==> src/rtl/change_dispenser_pkg.sv <==
// Shared definitions for the change dispenser: coin codes and values, FSM states,
// and the largest-coin-first selection rule.
package change_dispenser_pkg;

    typedef enum logic [1:0] {
        COIN_HALF = 2'd0,
        COIN_ONE  = 2'd1,
        COIN_FIVE = 2'd2
    } coin_e;

    typedef enum logic [2:0] {
        ST_IDLE    = 3'd0,
        ST_SELECT  = 3'd1,
        ST_REQ     = 3'd2,
        ST_RELEASE = 3'd3,
        ST_DONE    = 3'd4,
        ST_FAULT   = 3'd5
    } state_e;

    localparam int unsigned VAL_FIVE = 10;
    localparam int unsigned VAL_ONE  = 2;
    localparam int unsigned VAL_HALF = 1;

    typedef struct packed {
        logic  valid;
        coin_e coin;
    } coin_pick_t;

    function automatic int unsigned coin_value(input coin_e coin);
        case (coin)
            COIN_FIVE: return VAL_FIVE;
            COIN_ONE:  return VAL_ONE;
            default:   return VAL_HALF;
        endcase
    endfunction

    // Largest coin that fits in rem and whose tube is not empty; valid=0 if none.
    function automatic coin_pick_t pick_coin(input int unsigned rem, input logic [2:0] empty);
        coin_pick_t pick;
        pick.valid = 1'b1;
        pick.coin  = COIN_HALF;
        if (rem >= VAL_FIVE && !empty[2]) begin
            pick.coin = COIN_FIVE;
        end else if (rem >= VAL_ONE && !empty[1]) begin
            pick.coin = COIN_ONE;
        end else if (!empty[0]) begin
            pick.coin = COIN_HALF;
        end else begin
            pick.valid = 1'b0;
        end
        return pick;
    endfunction

endpackage

==> src/rtl/change_dispenser_if.sv <==
// Bus between the credit logic / coin hopper side (master) and the change dispenser (slave).
interface change_dispenser_if #(
    parameter int unsigned W = 8
);
    import change_dispenser_pkg::*;

    logic         start;
    logic [W-1:0] amount;
    logic [2:0]   empty;
    logic         clr_fault;
    logic         disp_ack;
    logic         disp_req;
    coin_e        disp_type;
    logic         busy;
    logic         done;
    logic         fault;
    logic [W-1:0] remaining;

    modport master (
        output start, amount, empty, clr_fault, disp_ack,
        input  disp_req, disp_type, busy, done, fault, remaining
    );

    modport slave (
        input  start, amount, empty, clr_fault, disp_ack,
        output disp_req, disp_type, busy, done, fault, remaining
    );

endinterface

==> src/rtl/change_dispenser_ack_timer.sv <==
// Counts cycles spent waiting for the hopper ack; expired_c flags the last allowed cycle.
module change_dispenser_ack_timer #(
    parameter int unsigned ACK_TIMEOUT = 1000
) (
    input  logic CLK,
    input  logic RST,
    input  logic clr,
    input  logic en,
    output logic expired_c
);
    localparam int unsigned CW = $clog2(ACK_TIMEOUT + 1);

    logic [CW-1:0] count;

    // Fires on the ACK_TIMEOUT-th enabled cycle.
    assign expired_c = en && (count == CW'(ACK_TIMEOUT - 1));

    always_ff @(posedge CLK) begin
        if (RST || clr) begin
            count <= '0;
        end else if (en && !expired_c) begin
            count <= count + CW'(1);
        end
    end

endmodule

==> src/rtl/change_dispenser.sv <==
// Refund/change controller: pays out a credit coin by coin, largest coin first,
// over a 4-phase req/ack handshake with the coin hopper.
module change_dispenser
    import change_dispenser_pkg::*;
#(
    parameter int unsigned W           = 8,
    parameter int unsigned ACK_TIMEOUT = 1000
) (
    input  logic               CLK,
    input  logic               RST,
    change_dispenser_if.slave  bus
);

    state_e       state, next_state;
    logic [W-1:0] remaining_q, remaining_d;
    coin_e        coin_q, coin_d;
    logic         req_q, req_d;
    logic         done_q, done_d;
    logic         busy_q;
    logic         fault_q;
    coin_pick_t   pick;
    logic         ack_ok;
    logic         timer_clr;
    logic         timer_en;
    logic         expired_c;

    assign timer_clr = (state != ST_REQ);
    assign timer_en  = (state == ST_REQ) && req_q;

    change_dispenser_ack_timer #(
        .ACK_TIMEOUT (ACK_TIMEOUT)
    ) u_ack_timer (
        .CLK       (CLK),
        .RST       (RST),
        .clr       (timer_clr),
        .en        (timer_en),
        .expired_c (expired_c)
    );

    // Next state, coin choice, remaining credit and registered-output intents.
    always_comb begin
        next_state  = state;
        remaining_d = remaining_q;
        coin_d      = coin_q;
        req_d       = 1'b0;
        done_d      = 1'b0;
        pick        = pick_coin(32'(remaining_q), bus.empty);
        ack_ok      = bus.disp_ack && req_q;

        case (state)
            ST_IDLE: begin
                if (bus.start) begin
                    remaining_d = bus.amount;
                    next_state  = ST_SELECT;
                end
            end
            ST_SELECT: begin
                if (remaining_q == '0) begin
                    next_state = ST_DONE;
                end else if (pick.valid) begin
                    coin_d     = pick.coin;
                    next_state = ST_REQ;
                end else begin
                    next_state = ST_FAULT;
                end
            end
            ST_REQ: begin
                // First REQ cycle only raises the request; ack counts once req is visible.
                if (ack_ok) begin
                    remaining_d = remaining_q - W'(coin_value(coin_q));
                    next_state  = ST_RELEASE;
                end else if (expired_c) begin
                    next_state = ST_FAULT;
                end else begin
                    req_d = 1'b1;
                end
            end
            ST_RELEASE: begin
                if (!bus.disp_ack) begin
                    next_state = ST_SELECT;
                end
            end
            ST_DONE: begin
                done_d     = 1'b1;
                next_state = ST_IDLE;
            end
            ST_FAULT: begin
                if (bus.clr_fault) begin
                    remaining_d = '0;
                    next_state  = ST_IDLE;
                end
            end
            default: begin
                next_state = ST_IDLE;
            end
        endcase
    end

    always_ff @(posedge CLK) begin
        if (RST) begin
            state       <= ST_IDLE;
            remaining_q <= '0;
            coin_q      <= COIN_HALF;
            req_q       <= 1'b0;
            done_q      <= 1'b0;
            busy_q      <= 1'b0;
            fault_q     <= 1'b0;
        end else begin
            state       <= next_state;
            remaining_q <= remaining_d;
            coin_q      <= coin_d;
            req_q       <= req_d;
            done_q      <= done_d;
            busy_q      <= (next_state inside {ST_SELECT, ST_REQ, ST_RELEASE, ST_DONE});
            fault_q     <= (next_state == ST_FAULT);
        end
    end

    assign bus.disp_req  = req_q;
    assign bus.disp_type = coin_q;
    assign bus.busy      = busy_q;
    assign bus.done      = done_q;
    assign bus.fault     = fault_q;
    assign bus.remaining = remaining_q;

endmodule

==> src/flat_wrapper.sv <==
// flat-port wrapper written by rule: the top's interface ports become plain ports
module change_dispenser_flat import change_dispenser_pkg::*;
#(
    parameter int unsigned W           = 8,
    parameter int unsigned ACK_TIMEOUT = 1000
)
  (CLK, RST, bus_start, bus_amount, bus_empty, bus_clr_fault, bus_disp_ack, bus_disp_req, bus_disp_type, bus_busy, bus_done, bus_fault, bus_remaining);
  change_dispenser_if #(.W(W)) bus_i ();
  input  logic CLK;
  input  logic RST;
  input wire logic [$bits(bus_i.start)-1:0] bus_start;
  input wire logic [$bits(bus_i.amount)-1:0] bus_amount;
  input wire logic [$bits(bus_i.empty)-1:0] bus_empty;
  input wire logic [$bits(bus_i.clr_fault)-1:0] bus_clr_fault;
  input wire logic [$bits(bus_i.disp_ack)-1:0] bus_disp_ack;
  output wire logic [$bits(bus_i.disp_req)-1:0] bus_disp_req;
  output wire logic [$bits(bus_i.disp_type)-1:0] bus_disp_type;
  output wire logic [$bits(bus_i.busy)-1:0] bus_busy;
  output wire logic [$bits(bus_i.done)-1:0] bus_done;
  output wire logic [$bits(bus_i.fault)-1:0] bus_fault;
  output wire logic [$bits(bus_i.remaining)-1:0] bus_remaining;
  assign bus_i.start = bus_start;
  assign bus_i.amount = bus_amount;
  assign bus_i.empty = bus_empty;
  assign bus_i.clr_fault = bus_clr_fault;
  assign bus_i.disp_ack = bus_disp_ack;
  assign bus_disp_req = bus_i.disp_req;
  assign bus_disp_type = bus_i.disp_type;
  assign bus_busy = bus_i.busy;
  assign bus_done = bus_i.done;
  assign bus_fault = bus_i.fault;
  assign bus_remaining = bus_i.remaining;
  change_dispenser #(.W(W), .ACK_TIMEOUT(ACK_TIMEOUT)) u_core (.CLK(CLK), .RST(RST), .bus(bus_i));
endmodule
==> config.mk <==
export PLATFORM = sky130hd
export DESIGN_NAME = change_dispenser_flat
export DESIGN_NICKNAME = d
export VERILOG_FILES = /design/src/rtl/change_dispenser_pkg.sv /design/src/rtl/change_dispenser_if.sv /design/src/rtl/change_dispenser_ack_timer.sv /design/src/rtl/change_dispenser.sv /design/src/flat_wrapper.sv
export SDC_FILE = /design/constraint.sdc
export NUM_CORES = 1
export LEC_CHECK = 0
export BUFFER_PORTS_ARGS = -buffer_cell sky130_fd_sc_hd__buf_2
export CORE_MARGIN = 2
export CORE_UTILIZATION = 30
export DETAILED_ROUTE_END_ITERATION = 7
export HOLD_SLACK_MARGIN = 0.1
export PLACE_DENSITY = 0.45
export SYNTH_ARGS = -nofsm -noshare
export SYNTH_HDL_FRONTEND = slang
export SYNTH_HIERARCHICAL = 1
export SYNTH_SLANG_ARGS = --single-unit
==> constraint.sdc <==
create_clock -name CLK -period 3 [get_ports CLK]
set_input_delay 0.15 -clock CLK [delete_from_list [all_inputs] [get_ports CLK]]
set_output_delay 0.15 -clock CLK [all_outputs]
set_load 0.02 [all_outputs]
Yosys cells after proc, flatten, opt, wreduce, memory -nomap -nowiden
Cells that the tools add are included.

word-level totals
  flip-flop bits (word level) = 27
  input port bits = 16
  word-level logic and storage cells = 70

operators by class
  $add $sub $neg = 2
  order comparisons = 2
  equality and inequality tests = 17
  muxes and demuxes = 22
  bitwise operators = 2
  reductions and logical operators = 17

operator list
  cell                     count
  $mux W8                  5
  $pmux W8 S3              1
  $mux W3                  7
  $pmux W3 S5              1
  $eq A3 B2 Y1 const B     4
  $eq A3 B3 Y1 const B     4
  $add A10 B1 Y10 const B  1
  $eq A10 B10 Y1 const B   1
  $ge A8 B2 Y1 const B     1
  $ge A8 B4 Y1 const B     1
  $logic_not A8 Y1         1
  $pmux W4 S2              1
  $sub A8 B8 Y8            1
  $eq A3 B1 Y1 const B     2
  $logic_and A1 B1 Y1      6
  $mux W1                  6
  $ne A2 B2 Y1 const B     2
  $reduce_and A4 Y1        1
  $reduce_bool A4 Y1       1
  $logic_not A1 Y1         3
  $logic_not A3 Y1         1
  $ne A3 B2 Y1 const B     1
  $reduce_and A3 Y1        1
  $reduce_bool A3 Y1       1
  other kinds (7)          8

Depth between registers and ports, before layout
Gate-level depths: netlist of run 1.

  word-level depth = 9
  mapped depth = 10
  depth with buffers taken out = 9

Modules after synthesis
The synthesis of run 1 kept the hierarchy.

by module, submodules not included
  module                      instances  cells an instance  area each (um^2)  seq. area each (um^2)
  change_dispenser            1          141                1116.1            340.3
  change_dispenser_ack_timer  1          66                 558.0             200.2

Worst setup path after synthesis of run 1
OpenSTA, ideal clock, no wires.

  kind = register -> register
  start point = register u_core.state[0]
  end point = register u_core.busy_q (netlist: u_core/bus.busy)
  library setup time = 0.130 ns
  arrival time = 2.332 ns
  required time = 2.870 ns
  slack = 0.537 ns
  stages on the path, launching flop included = 10
  cell sequence = dfxtp_1 > buf_2 > nor3b_2 > and2_1 > buf_2 > inv_1 > nor4_1 > a41o_1 > and3b_1 > a2111oi_4

between the ends
  longest elaborated chain between the ends = 8
  elaborated cells on any way between the ends = 18
  classes of those cells = eq/ne: 8; mux: 6; reduce/logical: 4

RTL lines
  what                                  line                              text
  start, declared                       change_dispenser.sv:14            state_e state, next_state;
  start signal, assigned                change_dispenser.sv:109           state <= next_state;
  $eq A3 B2 Y1 (*)                      change_dispenser.sv:28            assign timer_en = (state == ST_REQ) && req_q;
  $logic_and A1 B1 Y1 (*)               change_dispenser.sv:28
  via u_core.timer_en                   change_dispenser.sv:24            logic timer_en;
  $logic_and A1 B1 Y1 (*)               change_dispenser_ack_timer.sv:16  assign expired_c = en && (count == CW'(ACK_TIMEOUT - 1));
  via u_core.expired_c                  change_dispenser.sv:25            logic expired_c;
  $mux W3 (*)                           change_dispenser.sv:72            end else if (expired_c) begin
  $mux W3 (*)                           change_dispenser.sv:69            if (ack_ok) begin
  $pmux W3 S5 (*)                       change_dispenser.sv:50            case (state)
  $eq A3 B1 Y1 (tied with other cells)  change_dispenser.sv:114           busy_q <= (next_state inside {ST_SELECT, ST_REQ, ST_RELEASE, ST_DONE});
  $reduce_bool A4 Y1 (*)                change_dispenser.sv:114
  end signal, assigned                  change_dispenser.sv:114
  end, declared                         change_dispenser.sv:19            logic busy_q;

Mark *: on every way through the listed nets, which the timed path passes. The rest lies on a longest branch.
A chain may end at the register's enable or synchronous reset.

Final worst setup path of run 1
  start point = register u_core.coin_q[0] (netlist: u_core/bus.disp_type[0])
  end point = register u_core.remaining_q[5] (netlist: u_core/bus.remaining[5])

between the ends
  longest elaborated chain between the ends = 7
  elaborated cells on any way between the ends = 8
  classes of those cells = add/sub: 1; eq/ne: 2; mux: 5

RTL lines
  what                                          line                        text
  start, declared                               change_dispenser.sv:16      coin_e coin_q, coin_d;
  start signal, assigned                        change_dispenser.sv:111     coin_q <= coin_d;
  $eq A2 B1 Y1 or $eq A2 B2 Y1 (tied branches)  change_dispenser_pkg.sv:30  case (coin)
  $pmux W4 S2 (*)                               change_dispenser_pkg.sv:30
  $mux W8 (*)                                   change_dispenser.sv:69
  $mux W8 (*)                                   change_dispenser.sv:50
  $sub A8 B8 Y8 (*)                             change_dispenser.sv:70      remaining_d = remaining_q - W'(coin_value(coin_q));
  $mux W8 (*)                                   change_dispenser.sv:69
  $pmux W8 S3 (*)                               change_dispenser.sv:50
  end signal, assigned                          change_dispenser.sv:110     remaining_q <= remaining_d;
  end, declared                                 change_dispenser.sv:15      logic [W-1:0] remaining_q, remaining_d;

Every way passes the cells marked *; elsewhere a longest branch is shown, timed or not. The select of a mux whose other input is x is not followed.

==> results.toml, run 1 <==
[timing]
tightest_slew_ps = 523
rsz0062_at_grt = "false"
fmax_ghz = 0.455
post-route-min-period_ps = 2200
report.final.slew_viol_count = 0
setup_viol = 0
hold_ws_ps = 117
hold_violations = 0
fin_tns_setup_ps = 0
min_period_over_period_pct = 73.2
clock_skew_ps = 3.60
slew_headroom_pct = 65.1

[global_routing]
grtUsageTotal_pct = 14.8
grt_start_max_net_pins = 21
antenna_found_initial = 0
grt_pass1_vias = 1552
grt_pass1_wl_microns = 7460
gr-total-overflow = 0

[flow_run]
max-cap-violations = 0

[yosys]
yosys-top-cells-count = "a21oi_1, dfxtp_1, nand2_1"
ys.flop_type = "dfxtp_1"
synth_top_area_cell = "dfxtp_1"
yosysSeqAreaShare_pct = 32.3
avgSynthCellArea_sq_um = 8.09
synth.distinct_cells = 51
ys_ff_latch = 27
synth_edf_count = 0
synth.top_cell.area_share_pct = 32.3
synth.cell_area_sq_mm = 0.00167
synthArstFlopShare_pct = 0
yosysWarnings = 6
synth_cells = 207
synthesis.nets = 229
synth.most_common_cell = "a21oi_1"
yosys-top-cells-area = "dfxtp_1, a21oi_1, o21ai_0, ha_1, nand2_1"

[route]
drc = 0
ant_nets = 0
post_drt_wl_per_cell_microns = 13.8
drt-total-wl_microns = 4280
vias = 1654
avgViaCountPerCell = 5.34
first_iter_violations = 92
firstDrtPassIters = 4

[die]
top_level_ports = 30
die-height_microns = 78.7
initial_utilization_pct = 30.8
core_area_sq_mm = 0.00544
die_area_sq_mm = 0.00619
num_rows = 27
dieWidth_microns = 78.7

[cts]
max-clock-path-buffers = 2
ctsResizeCount = 0
cts-htree-levels = 1
clk_pin_slew_ps = 100
postCtsSetupRepairBufs = 0
cts_tree = "done"
clk_latency_ps = 270
hold_buffers = 0
cts.sinks = 27
cts-root-buf = "clkbuf_8"
cts_buffers = 3

[worst_setup_path]
critical_path_arrival_ps = 2350
worstPathMaxFanout = 5
cp-start-kind = "flop"
critPathKind = "reg -> reg"
cp-end-kind = "flop"
cp.required_ps = 3160
rrSetupSlack_ps = 800

[power]
p_total_w = 0.00112
vdd_drop_max_mv = 0.239
p_per_area_mw_per_mm2 = 573
power.leakage_nw = 0.736

[layout]
post-route-util_pct = 36.0
final_nets = 261
area_growth_pct = 17.0
final_cells = 310
antenna_cells = 0
drive_above_1_share_pct = 20.2

[outcome]
status = "finished, final reports clean"

[placement]
dp_hpwl_microns = 3170
placedCellCount = 306
routabilityCongestion = 0.812
portBuffers = 29

[worst_hold_path]
hold_path_class = "in -> reg"
-- cell families after synthesis --
logic type | Yosys count | share of synthesized area, %
XOR/XNOR | 1 | 0.523
AO/OA/AOI/OAI | 75 | 29.7
flip-flops | 27 | 32.3
AND/OR/NAND/NOR | 81 | 28.6
buffers and inverters | 17 | 4.04
adder cells (fa/ha/maj) | 6 | 4.93
-- worst paths after layout --
| check | from | endpoint | depth (start not counted) |
|---|---|---|---|
| hold reg to reg | u_core/bus.disp_type[0] | u_core/bus.disp_type[0] | 2 |
| setup / recovery | u_core/bus.disp_type[0] | u_core/bus.remaining[5] | 8 |
| setup reg to reg | u_core/bus.disp_type[0] | u_core/bus.remaining[5] | 8 |
| hold / removal | bus_amount[7] | u_core/bus.remaining[7] | 3 |
-- final cells by class --
class / instances / area, sq um
multi-input combinational: 163 / 1070
inverter: 11 / 41.3
clock inverter: 1 / 5.00
fill: 583 / 3480
sequential: 27 / 541
timing repair buffer: 33 / 175
clock buffer: 3 / 41.3
tap: 72 / 90.1
-- through the flow --
step | worst slack (ps) | area [sq um]
after floorplan | 537 | 1670
after global placement | 848 | 1910
after detailed placement | 832 | 1910
after CTS | 817 | 1960
after global routing | 642 | 1960
final | 804 | 1960
-- worst max-delay path, cell delays in order, from the launching register on --
cell     delay [ps]
dfxtp_1         330
inv_1            50
ha_1            330
ha_1            280
nor2b_1         140
o31a_1          290
or4_1           410
a21oi_1         160
o32ai_1          90
-- sequential cells by signal (all words and copies together), names as in the netlist --
register	count
u_core/u_ack_timer/count	10
u_core/bus.remaining	8
u_core/state	3
u_core/bus.disp_type	2
u_core/bus.busy	1
u_core/bus.disp_req	1
u_core/bus.done	1
u_core/bus.fault	1
-- layer usage --
layer  GRT usage, %  part of all wire, %  vias to the layer above
li1               -                    -                      849
met1           20.5                   51                      775
met2           23.9                   45                       28
met3           2.61                  3.2                        2
met4           3.68                 0.56                        0
met5              0                    0                        -
-- layout by cell type (no fill, tap or decap), types with 2 or more instances in the layout --
cell / Yosys / layout
and2_1: 2 / 2
buf_2: 3 / 29
a2bb2oi_1: 2 / 2
clkbuf_8: 0 / 3
or3_1: 3 / 3
nor3_1: 7 / 7
and3b_1: 2 / 2
nand2b_1: 7 / 7
inv_1: 10 / 10
or4_1: 4 / 4
o31ai_1: 5 / 5
o21ai_0: 14 / 14
nor4b_1: 3 / 3
a211oi_1: 3 / 3
buf_4: 0 / 4
a21oi_1: 30 / 30
nor2_1: 13 / 13
a31oi_1: 3 / 3
a32o_1: 2 / 2
nand4_1: 4 / 4
nand3_1: 2 / 2
ha_1: 5 / 5
dfxtp_1: 27 / 27
nor4_1: 3 / 3
a32oi_1: 2 / 2
nor2b_1: 5 / 5
or2_2: 2 / 2
nand2_1: 16 / 16
o31a_1: 2 / 2
-- power by group --
part | leakage, nW | total [W] | switching, W | internal, W
combinational | 0.490 | 0.000461 | 0.000272 | 0.000189
clock | 0.0255 | 0.000215 | 0.000122 | 0.0000932
sequential | 0.220 | 0.000446 | 0.0000511 | 0.000395
total | 0.736 | 0.00112 | 0.000445 | 0.000677
(Power assumes the default switching activity.)
==> run 2: changes to the inputs <==
--- a/config.mk
+++ b/config.mk
@@ -10,7 +10,7 @@
 export CORE_UTILIZATION = 30
 export DETAILED_ROUTE_END_ITERATION = 7
 export HOLD_SLACK_MARGIN = 0.1
-export PLACE_DENSITY = 0.45
+export PLACE_DENSITY = 0.47
 export SYNTH_ARGS = -nofsm -noshare
 export SYNTH_HDL_FRONTEND = slang
 export SYNTH_HIERARCHICAL = 1
==> constraint.sdc (replaced) <==
create_clock -name CLK -period 1.79 [get_ports CLK]
set_input_delay 0.0895 -clock CLK [delete_from_list [all_inputs] [get_ports CLK]]
set_output_delay 0.0895 -clock CLK [all_outputs]
set_load 0.02 [all_outputs]
==> results.toml, run 2 (synthesized netlist as in run 1, its figures left out) <==
[worst_setup_path]
cp-start-kind = "flop"
cp.required_ps = 1940
critPathMaxStageDelay_ps = 420
critical_path.cell_chain = "inv_2 -> ha_4 -> ha_4 -> nor2b_4 -> o31a_1 -> or4_4 -> a21oi_2 -> o32ai_1"
cp-end-kind = "flop"
path_buf_inv = 1
worstPathMaxFanout = 4
path_common_cell = "ha_4"
critPathTopFamily = "simple AND/OR/NAND/NOR gates"
cpMaxStageDelayCell = "or4_4"
critical_path_arrival_ps = 2160
critPathKind = "reg -> reg"

[route]
firstDrtPassIters = 4
first_iter_violations = 75
vias = 1793
post_drt_wl_per_cell_microns = 13.9
avgViaCountPerCell = 5.17
ant_nets = 0
drt-total-wl_microns = 4830
drc = 0

[global_routing]
grt_pass1_wl_microns = 8140
antenna_found_initial = 0
grt_start_max_net_pins = 21
gr-total-overflow = 0
grt_pass1_vias = 1750
grtUsageTotal_pct = 16.5

[layout]
final_nets = 298
final_cells = 347
seqCellArea_sq_um = 553
drive_above_1_share_pct = 38.2
area_growth_pct = 45.5
layout_commonest_cell = "buf_4"
multi_input_area_sq_mm = 0.00123
final_cell_mix = "buf_4, buf_2, a21oi_1"
largest_reg_flops = 10
n_fill_cell = 540
largest_register = "u_core/u_ack_timer/count"
antenna_cells = 0

[die]
num_rows = 27
core_area_sq_mm = 0.00544
die_area_sq_mm = 0.00619
top_level_ports = 30
die-height_microns = 78.7
dieWidth_microns = 78.7
initial_utilization_pct = 30.8

[timing]
report.final.slew_viol_count = 0
clock_skew_ps = 6.81
setup_ws_ps = -219
fmax_ghz = 0.498
min_period_over_period_pct = 112
slew_headroom_pct = 72.7
setup_viol = 6
rsz0062_at_grt = "true"
post-route-min-period_ps = 2010
tightest_slew_ps = 404
hold_violations = 0

[worst_hold_path]
hold_path_class = "in -> reg"

[cts]
clk_latency_ps = 280
cts-htree-levels = 1
cts_tree = "done"
clk_pin_slew_ps = 100
cts.sinks = 27
max-clock-path-buffers = 2
cts-root-buf = "clkbuf_8"
cts_buffers = 3

[power]
vdd_drop_max_mv = 0.436
p_per_area_mw_per_mm2 = 941
power.leakage_nw = 0.975
p_total_w = 0.00229

[placement]
placedCellCount = 333
portBuffers = 29
routabilityCongestion = 0.830
place_worst_setup_slack_ps = -259
dp_hpwl_microns = 3590

[outcome]
violations = "setup timing"
status = "finished, violations left"

[flow_run]
max-cap-violations = 0
[run 2: layer usage]
layer / routed length [microns] / track usage (%) / vias to the layer above
met1: 2440 / 22.8 / 827
met5: 0 / 0 / -
met3: 202 / 2.50 / 7
li1: - / - / 917
met4: 94 / 6.49 / 0
met2: 2100 / 25.9 / 42
[run 2: power by group]
part / internal [W] / total, W / switching (W)
combinational: 0.000597 / 0.00122 / 0.000624
clock: 0.000160 / 0.000358 / 0.000198
sequential: 0.000666 / 0.000715 / 0.0000490
[run 2: timing repair]
item	CTS	global route
endpoints found under the hold margin	4	0
resized for setup	4	15
pin swaps	5	4
setup buffers	2	4
endpoints found under the setup margin	5	20
hold buffers	4	0
[run 2: area by class of cell]
class | instances | share of cell area (%)
multi-input combinational | 163 | 50.5
sequential | 27 | 22.7
timing repair buffer | 70 | 19.5
tap | 72 | 3.70
clock buffer | 4 | 1.85
inverter | 11 | 1.69
[run 2: path summary, 6_finish.rpt]
path / from / cells after the start / slack [ps] / endpoint
worst min register to register: u_core/u_ack_timer/count[8] / 2 / 500 / u_core/u_ack_timer/count[8]
worst min-delay path: bus_amount[0] / 3 / 100 / u_core/bus.remaining[0]
worst max register to register: u_core/bus.disp_type[0] / 8 / -220 / u_core/bus.remaining[5]
worst max-delay path: u_core/bus.disp_type[0] / 8 / -220 / u_core/bus.remaining[5]
[run 2: worst min-delay path, stage by stage]
cell     delay, ps
buf_2           70
a21oi_1         50
a21oi_1        130
[run 2: through the flow]
stage / util, % / hold slack, ps / setup TNS (ps) / area, sq um
6_report: 44.8 / 97.6 / -831 / 2440
5_1_grt: 44.8 / 114 / -1480 / 2440
4_1_cts: 43.0 / 102 / -710 / 2340
3_5_place_dp: 40.8 / 359 / -858 / 2220
3_3_place_gp: 40.8 / 359 / -799 / 2220
2_1_floorplan: - / 165 / -626 / 1780
